===== src/rtl/mips_mem_pkg.sv =====
// ---------------------------------------------------------------------------
// mips_mem_pkg
// Shared definitions for the MEM-stage data-memory access unit:
//   - MIPS load/store opcode constants
//   - access size encoding (byte / half / word)
//   - access FSM state encoding
//   - byte-enable width
//   - decode_size(): opcode -> access size (unknown opcodes act as lw/sw)
//   - is_misaligned(): natural-alignment check for a given size and lane
// ---------------------------------------------------------------------------
package mips_mem_pkg;

  localparam int BE_W = 4;

  localparam logic [5:0] OP_LB  = 6'h20;
  localparam logic [5:0] OP_LH  = 6'h21;
  localparam logic [5:0] OP_LW  = 6'h23;
  localparam logic [5:0] OP_LBU = 6'h24;
  localparam logic [5:0] OP_LHU = 6'h25;
  localparam logic [5:0] OP_SB  = 6'h28;
  localparam logic [5:0] OP_SH  = 6'h29;
  localparam logic [5:0] OP_SW  = 6'h2B;

  typedef enum logic [1:0] {
    SZ_BYTE = 2'd0,
    SZ_HALF = 2'd1,
    SZ_WORD = 2'd2
  } size_e;

  typedef enum logic [1:0] {
    S_IDLE = 2'd0,
    S_WAIT = 2'd1,
    S_DONE = 2'd2
  } state_e;

  // Read decode is used whenever MemRead is set, so a read always wins over
  // a simultaneous write even if the opcode is a store.
  function automatic size_e decode_size(input logic [5:0] op, input logic is_read);
    size_e sz;
    sz = SZ_WORD;
    if (is_read) begin
      case (op)
        OP_LB, OP_LBU: sz = SZ_BYTE;
        OP_LH, OP_LHU: sz = SZ_HALF;
        OP_LW:         sz = SZ_WORD;
        default:       sz = SZ_WORD;
      endcase
    end else begin
      case (op)
        OP_SB:   sz = SZ_BYTE;
        OP_SH:   sz = SZ_HALF;
        OP_SW:   sz = SZ_WORD;
        default: sz = SZ_WORD;
      endcase
    end
    return sz;
  endfunction

  function automatic logic is_misaligned(input size_e sz, input logic [1:0] lane);
    logic mis;
    mis = 1'b0;
    case (sz)
      SZ_HALF: mis = lane[0];
      SZ_WORD: mis = (lane != 2'b00);
      default: mis = 1'b0;
    endcase
    return mis;
  endfunction

endpackage


===== src/rtl/mem_lane_align.sv =====
// ---------------------------------------------------------------------------
// mem_lane_align
// Purely combinational lane steering for the data-memory port (little-endian).
// Store side: builds byte enables and lane-replicated write data from the
// access size and the byte lane (addr[1:0]).
// Load side: picks the addressed byte/halfword out of the read word and
// sign- or zero-extends it; words pass straight through.
// Ports:
//   st_size, st_lane, st_data  store-side size, lane and raw rt value
//   be, wdata                  byte enables and replicated store data
//   ld_size, ld_signed,
//   ld_lane, rd_word           load-side size, signedness, lane, raw read word
//   rd_data                    extended load result
// ---------------------------------------------------------------------------
module mem_lane_align
  import mips_mem_pkg::*;
(
  input  size_e           st_size,
  input  logic [1:0]      st_lane,
  input  logic [31:0]     st_data,
  output logic [BE_W-1:0] be,
  output logic [31:0]     wdata,
  input  size_e           ld_size,
  input  logic            ld_signed,
  input  logic [1:0]      ld_lane,
  input  logic [31:0]     rd_word,
  output logic [31:0]     rd_data
);

  logic [7:0]  lane_byte [BE_W];
  logic [7:0]  sel_byte;
  logic [15:0] sel_half;

  for (genvar gi = 0; gi < BE_W; gi++) begin : g_lane
    assign lane_byte[gi] = rd_word[8*gi +: 8];
  end

  assign sel_byte = lane_byte[ld_lane];
  // Only lanes 0 and 2 are legal halfword starts, so bit 1 selects the half.
  assign sel_half = ld_lane[1] ? rd_word[31:16] : rd_word[15:0];

  always_comb begin
    be    = '0;
    wdata = st_data;
    case (st_size)
      SZ_BYTE: begin
        be    = BE_W'(4'b0001) << st_lane;
        wdata = {4{st_data[7:0]}};
      end
      SZ_HALF: begin
        be    = BE_W'(4'b0011) << st_lane;
        wdata = {2{st_data[15:0]}};
      end
      default: begin
        be    = 4'b1111;
        wdata = st_data;
      end
    endcase
  end

  always_comb begin
    rd_data = rd_word;
    case (ld_size)
      SZ_BYTE: rd_data = {{24{ld_signed & sel_byte[7]}}, sel_byte};
      SZ_HALF: rd_data = {{16{ld_signed & sel_half[15]}}, sel_half};
      default: rd_data = rd_word;
    endcase
  end

endmodule


===== src/rtl/mem_access_unit.sv =====
// ---------------------------------------------------------------------------
// mem_access_unit
// MEM-stage data-memory access controller. Decodes the load/store in the
// MEM stage, issues one request/ready transaction to data memory, stalls the
// pipeline while it is outstanding and hands the extended load result to
// the MEM/WB register. Occupancy is IDLE -> WAIT (1..n) -> DONE.
// Misaligned accesses never reach the bus; they raise MEM_MISALIGN for one
// cycle and zero MEM_RD_DATA.
// Optional build macro: MEM_TIMEOUT_EN -- when defined, a WAIT that sees no
// DMEM_READY for TIMEOUT_CYCLES cycles is aborted with a one-cycle
// MEM_BUS_ERR pulse; when undefined MEM_BUS_ERR is tied low.
// Ports:
//   CLK, RESET_N                      clock, async active-low reset
//   MEM_MemRead/MemWrite/Opcode       MEM-stage control
//   MEM_ALU_RESULT, MEM_WR_DATA       effective address, store value
//   DMEM_REQ/WE/ADDR/BE/WDATA         registered request to data memory
//   DMEM_READY, DMEM_RDATA            memory response
//   MEM_RD_DATA                       extended load result
//   MEM_STALL                         pipeline freeze (combinational)
//   MEM_MISALIGN, MEM_BUS_ERR         one-cycle error flags
// ---------------------------------------------------------------------------
module mem_access_unit
  import mips_mem_pkg::*;
#(
  parameter int ADDR_W         = 32,
  parameter int TIMEOUT_CYCLES = 64
) (
  input  logic              CLK,
  input  logic              RESET_N,
  input  logic              MEM_MemRead,
  input  logic              MEM_MemWrite,
  input  logic [5:0]        MEM_Opcode,
  input  logic [31:0]       MEM_ALU_RESULT,
  input  logic [31:0]       MEM_WR_DATA,
  output logic              DMEM_REQ,
  output logic              DMEM_WE,
  output logic [ADDR_W-1:0] DMEM_ADDR,
  output logic [BE_W-1:0]   DMEM_BE,
  output logic [31:0]       DMEM_WDATA,
  input  logic              DMEM_READY,
  input  logic [31:0]       DMEM_RDATA,
  output logic [31:0]       MEM_RD_DATA,
  output logic              MEM_STALL,
  output logic              MEM_MISALIGN,
  output logic              MEM_BUS_ERR
);

  state_e state_reg, state_next;

  logic        access, is_read, mis;
  logic        stall, issue, complete, abort, timeout_hit;
  size_e       req_size;
  logic        req_signed;
  logic [1:0]  req_lane;

  logic [BE_W-1:0] be_calc;
  logic [31:0]     wdata_calc, rd_ext;

  logic              req_reg, we_reg;
  logic [ADDR_W-1:0] addr_reg;
  logic [BE_W-1:0]   be_reg;
  logic [31:0]       wdata_reg, rd_data_reg;
  logic              misalign_reg, bus_err_reg;
  size_e             ld_size_reg;
  logic              ld_signed_reg;
  logic [1:0]        ld_lane_reg;

  assign access     = MEM_MemRead | MEM_MemWrite;
  assign is_read    = MEM_MemRead;
  assign req_size   = decode_size(MEM_Opcode, is_read);
  assign req_signed = is_read & ((MEM_Opcode == OP_LB) | (MEM_Opcode == OP_LH));
  assign req_lane   = MEM_ALU_RESULT[1:0];
  assign mis        = access & is_misaligned(req_size, req_lane);

  // Store steering uses the live MEM-stage instruction; load extraction uses
  // the size/lane captured at issue since the read word arrives later.
  mem_lane_align u_align (
    .st_size   (req_size),
    .st_lane   (req_lane),
    .st_data   (MEM_WR_DATA),
    .be        (be_calc),
    .wdata     (wdata_calc),
    .ld_size   (ld_size_reg),
    .ld_signed (ld_signed_reg),
    .ld_lane   (ld_lane_reg),
    .rd_word   (DMEM_RDATA),
    .rd_data   (rd_ext)
  );

`ifdef MEM_TIMEOUT_EN
  localparam int CNT_W = $clog2(TIMEOUT_CYCLES + 1);
  logic [CNT_W-1:0] tmo_cnt_reg;

  // The current non-READY cycle is the one that brings the count up to
  // TIMEOUT_CYCLES, so the abort fires when the stored count is one short.
  assign timeout_hit = (tmo_cnt_reg == CNT_W'(TIMEOUT_CYCLES - 1));

  always_ff @(posedge CLK or negedge RESET_N) begin
    if (!RESET_N) begin
      tmo_cnt_reg <= '0;
    end else if ((state_reg == S_WAIT) && !DMEM_READY && !timeout_hit) begin
      tmo_cnt_reg <= tmo_cnt_reg + 1'b1;
    end else begin
      tmo_cnt_reg <= '0;
    end
  end
`else
  assign timeout_hit = 1'b0;
`endif

  always_ff @(posedge CLK or negedge RESET_N) begin
    if (!RESET_N) begin
      state_reg <= S_IDLE;
    end else begin
      state_reg <= state_next;
    end
  end

  always_comb begin
    state_next = state_reg;
    stall      = 1'b0;
    issue      = 1'b0;
    complete   = 1'b0;
    abort      = 1'b0;
    case (state_reg)
      S_IDLE: begin
        if (access && !mis) begin
          stall      = 1'b1;
          issue      = 1'b1;
          state_next = S_WAIT;
        end
      end
      S_WAIT: begin
        stall = 1'b1;
        if (DMEM_READY) begin
          complete   = 1'b1;
          state_next = S_DONE;
        end else if (timeout_hit) begin
          abort      = 1'b1;
          state_next = S_DONE;
        end
      end
      S_DONE: begin
        state_next = S_IDLE;
      end
      default: begin
        state_next = S_IDLE;
      end
    endcase
  end

  always_ff @(posedge CLK or negedge RESET_N) begin
    if (!RESET_N) begin
      req_reg       <= 1'b0;
      we_reg        <= 1'b0;
      addr_reg      <= '0;
      be_reg        <= '0;
      wdata_reg     <= '0;
      rd_data_reg   <= '0;
      misalign_reg  <= 1'b0;
      bus_err_reg   <= 1'b0;
      ld_size_reg   <= SZ_BYTE;
      ld_signed_reg <= 1'b0;
      ld_lane_reg   <= 2'b00;
    end else begin
      misalign_reg <= (state_reg == S_IDLE) & mis;
      bus_err_reg  <= abort;
      if (issue) begin
        req_reg       <= 1'b1;
        we_reg        <= ~is_read;
        addr_reg      <= {MEM_ALU_RESULT[ADDR_W-1:2], 2'b00};
        be_reg        <= be_calc;
        wdata_reg     <= wdata_calc;
        ld_size_reg   <= req_size;
        ld_signed_reg <= req_signed;
        ld_lane_reg   <= req_lane;
      end
      if (complete) begin
        req_reg <= 1'b0;
        if (!we_reg) begin
          rd_data_reg <= rd_ext;
        end
      end
      if (abort) begin
        req_reg     <= 1'b0;
        rd_data_reg <= '0;
      end
      if ((state_reg == S_IDLE) && mis) begin
        rd_data_reg <= '0;
      end
    end
  end

  assign DMEM_REQ     = req_reg;
  assign DMEM_WE      = we_reg;
  assign DMEM_ADDR    = addr_reg;
  assign DMEM_BE      = be_reg;
  assign DMEM_WDATA   = wdata_reg;
  assign MEM_RD_DATA  = rd_data_reg;
  assign MEM_MISALIGN = misalign_reg;
  assign MEM_BUS_ERR  = bus_err_reg;
  // Gated by reset so the pipeline is never frozen while the unit is held.
  assign MEM_STALL    = RESET_N & stall;

endmodule


===== config.mk =====
export PLATFORM = sky130hd
export DESIGN_NAME = mem_access_unit
export DESIGN_NICKNAME = d
export VERILOG_FILES = /design/src/rtl/mips_mem_pkg.sv /design/src/rtl/mem_lane_align.sv /design/src/rtl/mem_access_unit.sv
export SDC_FILE = /design/constraint.sdc
export NUM_CORES = 1
export LEC_CHECK = 0
export CAP_MARGIN = 20
export CORE_MARGIN = 5
export CORE_UTILIZATION = 39
export DETAILED_ROUTE_END_ITERATION = 8
export HOLD_SLACK_MARGIN = 0.05
export PLACE_DENSITY = 0.78
export SYNTH_ARGS = -nofsm -noshare
export SYNTH_HDL_FRONTEND = slang
export SYNTH_SLANG_ARGS = --single-unit

===== constraint.sdc =====
create_clock -name CLK -period 3.6 [get_ports CLK]
set_clock_uncertainty 0.2 [all_clocks]
set_input_delay 0.72 -clock CLK [delete_from_list [all_inputs] [get_ports CLK]]
set_output_delay 0.72 -clock CLK [all_outputs]
set_load 0.01 [all_outputs]

==> results of run 1 <==
-- per-stage QoR --
step / hold WS [ns] / setup slack (ns) / setup TNS [ns] / total power [µW] / std cells
2_1_floorplan: 0.224 / 0.0177 / 0 / 2620 / 404
3_3_place_gp: 0.267 / -0.531 / -35.51 / 3670 / 768
3_5_place_dp: 0.277 / -0.526 / -37.46 / 3730 / 768
4_1_cts: 0.297 / 0.0127 / 0 / 4780 / 784
5_1_grt: 0.309 / 0.000115 / 0 / 4980 / 786
6_report: 0.294 / 0.0567 / 0 / 4730 / 786
-- routing by layer --
| metal | global-route usage [%] | wire (µm) | up-vias |
|---|---|---|---|
| met5 | 0 | 0 | - |
| met4 | 9.31 | 518 | 0 |
| met3 | 6.73 | 1370 | 35 |
| met2 | 33.9 | 7410 | 175 |
| met1 | 22.9 | 5620 | 2042 |
| li1 | - | - | 1887 |
-- logic make-up (layout without fill, tap and decap cells) --
| family | count (synthesis) | in the layout | synth area share, % |
|---|---|---|---|
| buffers and inverters | 40 | 250 | 4.00 |
| adders and majority gates | 3 | 3 | 0.759 |
| other | 1 | 3 | 0.0759 |
| DFF | 108 | 108 | 54.7 |
| and+or+nand+nor | 58 | 58 | 5.70 |
| muxes | 89 | 89 | 20.0 |
| AOI/OAI and AO/OA | 103 | 103 | 14.8 |
-- cell usage after synthesis (5+ instances only) --
cell       instances
a21oi_1           21
a221o_1           16
a22o_1             8
a22oi_1            8
buf_2              8
clkbuf_1          15
dfrtp_1          108
inv_1              9
mux2_2            77
mux2i_1           12
nand2_1           28
nand2b_1           5
nor2_1             6
o21ai_0           25
o2bb2ai_1         17
or3_1              8
-- timing repair --
| action | CTS | global route |
|---|---|---|
| pin swaps | 3 | 6 |
| gates resized for setup | 11 | 6 |
| endpoints found under the setup margin | 70 | 70 |
| setup buffers | 0 | 1 |
-- worst reg2reg max path, stage by stage (launching register included) --
cell     delay [ns]
dfrtp_1        0.72
mux2i_1        0.43
o22ai_1        0.14
and4_1         0.39
a221o_1        0.33
-- cell type report --
cell class	instances	area, µm²	area share [%]
sequential	108	2700	35.5
clock buffer	9	225	2.96
tap	172	215	2.83
multi-input combinational	256	2120	27.8
timing repair buffer	225	2230	29.4
clock inverter	7	78.8	1.04
inverter	9	33.8	0.444
-- worst paths after layout --
kind                                                to  cells past startpoint                  startpoint
hold / removal                    DMEM_REQ$_DFFE_PN0P_                      2        DMEM_REQ$_DFFE_PN0P_
min in group asynchronous   DMEM_WDATA[28]$_DFFE_PN0P_                      2                     RESET_N
max in group asynchronous  MEM_RD_DATA[29]$_DFFE_PN0P_                      3                     RESET_N
hold reg to reg                   DMEM_REQ$_DFFE_PN0P_                      2        DMEM_REQ$_DFFE_PN0P_
setup reg to reg           MEM_RD_DATA[31]$_DFFE_PN0P_                      4  ld_lane_reg[1]$_DFFE_PN0P_
setup / recovery                             MEM_STALL                     11               MEM_Opcode[2]
-- power by group --
| group | internal (µW) | switching, µW |
|---|---|---|
| combinational | 1130 | 735 |
| clock | 550 | 473 |
| sequential | 1600 | 244 |
| total | 3280 | 1450 |
==> results by group, run 1 <==
Floorplan
  – Ports: 212
  – Starting Density: approximately two fifths
  – Chip Width: 123 µm
  – Rows: a little over 40
  – Die area: roughly 0.015 mm²
  – Core Box Area: 0.0125 mm²
  – Die Y: 123 µm

Timing
  – Final period util: a little over nine tenths
  – # setup viols final: 0
  – Final-report hold violation count: 0
  – Tmin final: 3.54 ns
  – Slew margin rel.: 49.0%
  – Slew @ Worst Pin: between 0.7 and 0.8 ns
  – Final slew viol count: 0
  – Fmax: 282 MHz
  – RSZ-0062 raised after global routing: no

Cells and area
  – Most frequent cells in the layout: clkdlybuf4s50_1 (204), dfrtp_1 (108), mux2_2 (77)
  – ANT cells: 0
  – P&R area growth vs syn: 53.8%
  – Final core occ: between 60% and 70%
  – Commonest non-fill, non-tap cell in the layout: clkdlybuf4s50_1
  – # nets final: 719
  – Layout cells sized above 1: between 20% and 30%
  – Design area: 0.00760 mm²
  – Fillcell total: 1064

Synthesis
  – Async SR Flop Fraction: 100%
  – Seq cells post-synth: 108
  – Top post-synthesis cells by area: dfrtp_1 (55%), mux2_2 (18%), a221o_1 (3.2%)
  – Post-Syn Area: 0.00494 mm²
  – Avg Inst Size Synth: 12.3 µm²
  – Seq/Total Area, Yosys: ~55%
  – EDFF count, synth: 0
  – Area leader, netlist: dfrtp_1
  – Cell variety after synth: 33
  – Yosys synthesis warning count: 0
  – Synth Flop Type: dfrtp_1
  – Area share of the largest cell type after synthesis: 54.7%
  – Synth Instances: 402

Min path
  – Hold Crit Class: flip-flop to flip-flop

Setup path
  – Slowest library cell on the worst path: clkdlybuf4s50_1
  – Worst setup path class: input pin to output port
  – Crit path cell chain: clkdlybuf4s50_1 > or3b_4 > a21oi_4 > nand2_2 > buf_4 > inv_1 > ha_2 > nand3_4 > nand3_4 > a21oi_2 > buf_2
  – Crit-path max FO: 3
  – Most frequent CP cell: nand3_4
  – CP delay by family, top: buffers and inverters
  – CP Launch Type: input pin
  – R2R setup slack: 1.28 ns
  – Setup crit end kind: output port
  – Crit path buf inv count: 4
  – Req. time, crit path: 2.68 ns
  – CP Data Arrival Time: 2.62 ns
  – Largest stage delay, worst path: 0.44 ns

Clock network
  – Sink Count: 108
  – Hold buffers post-CTS: 0
  – CTS tree: done
  – Clock root cell: clkbuf_16
  – CTS Buffer Depth: 2
  – H-tree levels: 3
  – Clk_lat worst skew: approximately 0.35 ns
  – Clock transition at path regs: approximately 0.07 ns
  – Total CTS buffers: 9

Power and ir drop
  – Leakage power: approximately 0.0032 µW
  – Peak VDD IR: 425 µV
  – Pwr/cell area: 622 mW/mm²

Detailed routing
  – WL final: between 10 and 15 mm
  – Post-route DRC: 0
  – Initial DRC Count: 271
  – DR WL/cell: between 15 and 20 µm
  – Via Count: 4139
  – Post-DR vias/cell: 5.27
  – Detail Route Antenna Nets: 0
  – Total iterations of the first detailed-routing run: 4

Global route
  – GRT Overall Usage: 20.0%
  – Antenna violations before repair: 0
  – First-pass GRT wire length: 23.2 mm
  – Largest net degree at the start of global routing: between 70 and 80
  – Remaining Overflow, GRT: 0
  – Vias in the first global route: between 4000 and 5000

Placement
  – Hpwl dp: ~11 mm
  – Port bufs: 208
  – Post-DP Area: roughly 0.0072 mm²
  – GPL Wtd Cong: around 0.8

Job
  – Max-cap violations: 0

Outcome
  – Outcome: complete, no violations
(Power assumes the default switching activity.)
==> run 2, diff against run 1 <==
PLACE_DENSITY = 0.76   (was 0.78)
SYNTH_HIERARCHICAL = 1   (was not set)
==> run 2 against run 1 <==
Register-to-register slack got worse by 0.20 ns. Global-route usage fell by 0.54 points. Utilization fell by 2.9 points. Critical path depth is 1 lower. Synthesized cell count rose by 20%. Non-clock buffer count is 3 higher. Sequential share of layout area down 1.6 points. First-iteration DRC count rose by 8.9%. Clock-buffer cell count grew 2. Routed wire length up 8.3%. Critical path type unchanged.
==> results by group, run 2 <==
Placement
  – GPL Wtd Cong: 0.891 (+8.9%)
  – Post-DP Area: 0.00759 mm² (+4.9%)
  – Dpl cells: 846 (+10%)
  – Hpwl dp: 11.7 mm (+4.6%)
  – Port bufs: 208 (unchanged)

Clock network
  – Clk_lat worst skew: 0.35 ns (about the same)
  – CTS tree: done
  – H-tree levels: 3 (unchanged)
  – Clock transition at path regs: 0.07 ns (about the same)
  – CTS Buffer Depth: 2 (unchanged)
  – Clock root cell: clkbuf_16
  – Total CTS buffers: 9 (unchanged)
  – Sink Count: 108 (unchanged)

Setup path
  – Worst reg2reg path endpoint: MEM_RD_DATA[15]$_DFFE_PN0P_
  – CP Data Arrival Time: 2.60 ns (-0.02 ns)
  – Setup crit end kind: output port
  – Worst setup path class: input pin to output port
  – Slowest library cell on the worst path: or3b_4
  – CP Launch Type: input pin
  – Crit path buf inv count: 2 (-2)
  – R2R setup slack: 1.08 ns (-0.20 ns)
  – Crit path cell chain: dlymetal6s2s_1 > or3b_4 > a21oi_4 > nand2_2 > ha_4 > o21ai_2 > a21oi_2 > nor4_4 > o211a_1 > buf_2
  – CP delay by family, top: simple AND/OR/NAND/NOR gates
  – Largest stage delay, worst path: 0.41 ns (-0.03 ns)
  – Req. time, crit path: 2.68 ns (about the same)
  – Worst r2r src: ld_size_reg[1]$_DFFE_PN0P_
  – Reg2Reg Depth: 5 (+1)
  – Crit-path max FO: 3 (unchanged)

Cells and area
  – Design area: 0.00797 mm² (+4.8%)
  – Most frequent cells in the layout: clkdlybuf4s50_1 (200), dfrtp_1 (108), nand2_1 (93)
  – Commonest non-fill, non-tap cell in the layout: clkdlybuf4s50_1
  – Layout cells sized above 1: 15.5% (-4.7 points)
  – P&R area growth vs syn: 46.8%
  – Fillcell total: 1207 (+13%)
  – Sequential Area: 0.00270 mm² (unchanged)
  – Area of the multi-input gates: 0.00246 mm² (+16%)
  – ANT cells: 0 (unchanged)
  – # nets final: 789 (+9.7%)
  – Final non-filler cell total: 865 (+10%)

Outcome
  – Outcome: complete, no violations

Floorplan
  – Ports: 212 (unchanged)
  – Chip Width: 128 µm (+4.4%)
  – Core Box Area: 0.0138 mm² (+10%)
  – Die Y: 128 µm (+4.4%)
  – Die area: 0.0164 mm² (+9.0%)
  – Starting Density: 39.4% (-0.086 points)
  – Rows: 43 (+4.9%)

Detailed routing
  – Initial DRC Count: 295 (+8.9%)
  – Via Count: 4490 (+8.5%)
  – Total iterations of the first detailed-routing run: 5 (+1)
  – Post-DR vias/cell: 5.19 (-1.4%)
  – Post-route DRC: 0 (unchanged)
  – WL final: 16.2 mm (+8.3%)
  – DR WL/cell: 18.7 µm (-1.6%)
  – Detail Route Antenna Nets: 0 (unchanged)

Synthesis
  – Cell variety after synth: 39 (+18%)
  – EDFF count, synth: 0 (unchanged)
  – Most frequent cell after synthesis: dfrtp_1
  – Seq/Total Area, Yosys: 49.8% (-4.9 points)
  – Post-Syn Area: 0.00543 mm² (+9.8%)
  – Area share of the largest cell type after synthesis: 49.8% (-4.9 points)
  – Async SR Flop Fraction: 100% (unchanged)
  – Synth Instances: 483 (+20%)
  – Top post-synthesis cells by area: dfrtp_1 (50%), mux2_2 (10%), mux2_1 (9.3%)
  – Area leader, netlist: dfrtp_1
  – Synth Flop Type: dfrtp_1
  – Avg Inst Size Synth: 11.2 µm² (-8.6%)
  – Commonest cells post-synth: dfrtp_1 (108), nand2_1 (94), mux2_2 (48)
  – Yosys synthesis warning count: 6 (+6)
  – Seq cells post-synth: 108 (unchanged)

Global route
  – Top Usage Layer GRT: met2
  – GRT Overall Usage: 19.5% (-0.54 points)
  – Met3 global-route usage: 9.42% (+2.7 points)
  – Largest net degree at the start of global routing: 75 (unchanged)
  – Vias in the first global route: 4747 (+8.4%)
  – Remaining Overflow, GRT: 0 (unchanged)
  – Antenna violations before repair: 0 (unchanged)
  – First-pass GRT wire length: 25.1 mm (+7.9%)
  – Grt met1 use: 22.5% (-0.42 points)
  – M2 GR Usage: 31.9% (-2.0 points)

Timing
  – Final period util: 97.8% (-0.62 points)
  – Final-report hold violation count: 0 (unchanged)
  – Fmax: 284 MHz (+0.64%)
  – # setup viols final: 0 (unchanged)
  – Slew @ Worst Pin: 1.01 ns (+0.244 ns)
  – Final slew viol count: 0 (unchanged)
  – Slew margin rel.: 32.7% (-16 points)
  – Tmin final: 3.52 ns (-0.0225 ns)

Power and ir drop
  – Peak VDD IR: 354 µV (-17%)
  – Leakage power: 0.00332 µW (+3.1%)
  – Pwr/cell area: 565 mW/mm² (-9.1%)

Min path
  – Worst Hold End: DMEM_BE[2]$_DFFE_PN0P_
  – Min-delay src: DMEM_BE[2]$_DFFE_PN0P_
  – Hold Crit Depth: 1 (-1)
  – Hold Crit Class: flip-flop to flip-flop

Job
  – Max-cap violations: 0 (unchanged)
-- run 2: cell count changes in the layout (fill, tap and decap cells not counted), sizes merged, moves of 5 or more --
cell | previous run | this run
and4b | 0 | 5
a21oi | 21 | 36
mux2 | 77 | 93
or3 | 8 | 0
a22oi | 8 | 0
o2bb2ai | 17 | 0
dlymetal6s2s | 1 | 6
nand2 | 28 | 94
-- run 2: timing repair --
action                                  4_1_cts  5_1_grt
hold buffers                                  0        0
endpoints found under the setup margin       74       72
gates cloned                                  0        0
pin swaps                                     5        9
gates resized for setup                      10       15
buffers inserted                              1        2
-- run 2: layer usage --
metal,wire [µm],vias up
li1,-,2080
met1,6170,2183
met2,7780,213
met3,2000,14
met4,217,0
met5,0,-
-- run 2: layout make-up --
class / count / share of cell area [%]
sequential: 108 / 33.9
clock inverter: 5 / 0.565
timing repair buffer: 228 / 28.4
clock buffer: 11 / 3.05
multi-input combinational: 325 / 30.9
inverter: 8 / 0.377
tap: 180 / 2.83
-- run 2: report_power, final --
part           total (µW)  internal (µW)  switching (µW)
sequential           1800           1560             237
combinational        1740           1040             702
clock                 966            498             468
total                4510           3100            1410
-- run 2: through the flow --
step                hold slack [ns]  setup TNS, ns  util, %  total power, µW  worst slack, ns
CTS                           0.291         -0.153     57.4             4560           -0.153
floorplan                     0.224              0        -             2560           0.0137
global placement              0.267         -41.50     55.1             3510           -0.671
finish                        0.286              0     57.9             4510           0.0792
detailed placement            0.274         -49.55     55.1             3560           -0.751
global route                  0.307        -0.0309     57.9             4770          -0.0309
-- run 2: how the worst max path moves through the flow --
stage / from / end / slack [ns] / cells after the start
6_report: MEM_MemRead / MEM_STALL / 0.08 / 10
5_1_grt: MEM_Opcode[4] / MEM_STALL / -0.03 / 10
4_1_cts: MEM_Opcode[3] / MEM_STALL / -0.15 / 11
3_5_place_dp: MEM_Opcode[5] / MEM_STALL / -0.75 / 10
3_3_place_gp: MEM_Opcode[3] / MEM_STALL / -0.67 / 10
2_1_floorplan: MEM_Opcode[1] / MEM_STALL / 0.01 / 10
-- run 2: logic make-up after synthesis --
group | synth area share, %
muxes | 22.1
AOI/OAI and AO/OA | 11.1
buffers and inverters | 5.92
adders and majority gates | 0.461
other | 0.0691
and+or+nand+nor | 10.5
DFF | 49.8
-- run 2: worst reg2reg max path, cell delays in order (launching register included) --
cell      delay (ns)
dfrtp_1         1.01
nand2b_1        0.59
nor3b_4         0.14
a221o_1         0.33
nand2_1         0.07
a21oi_1         0.06
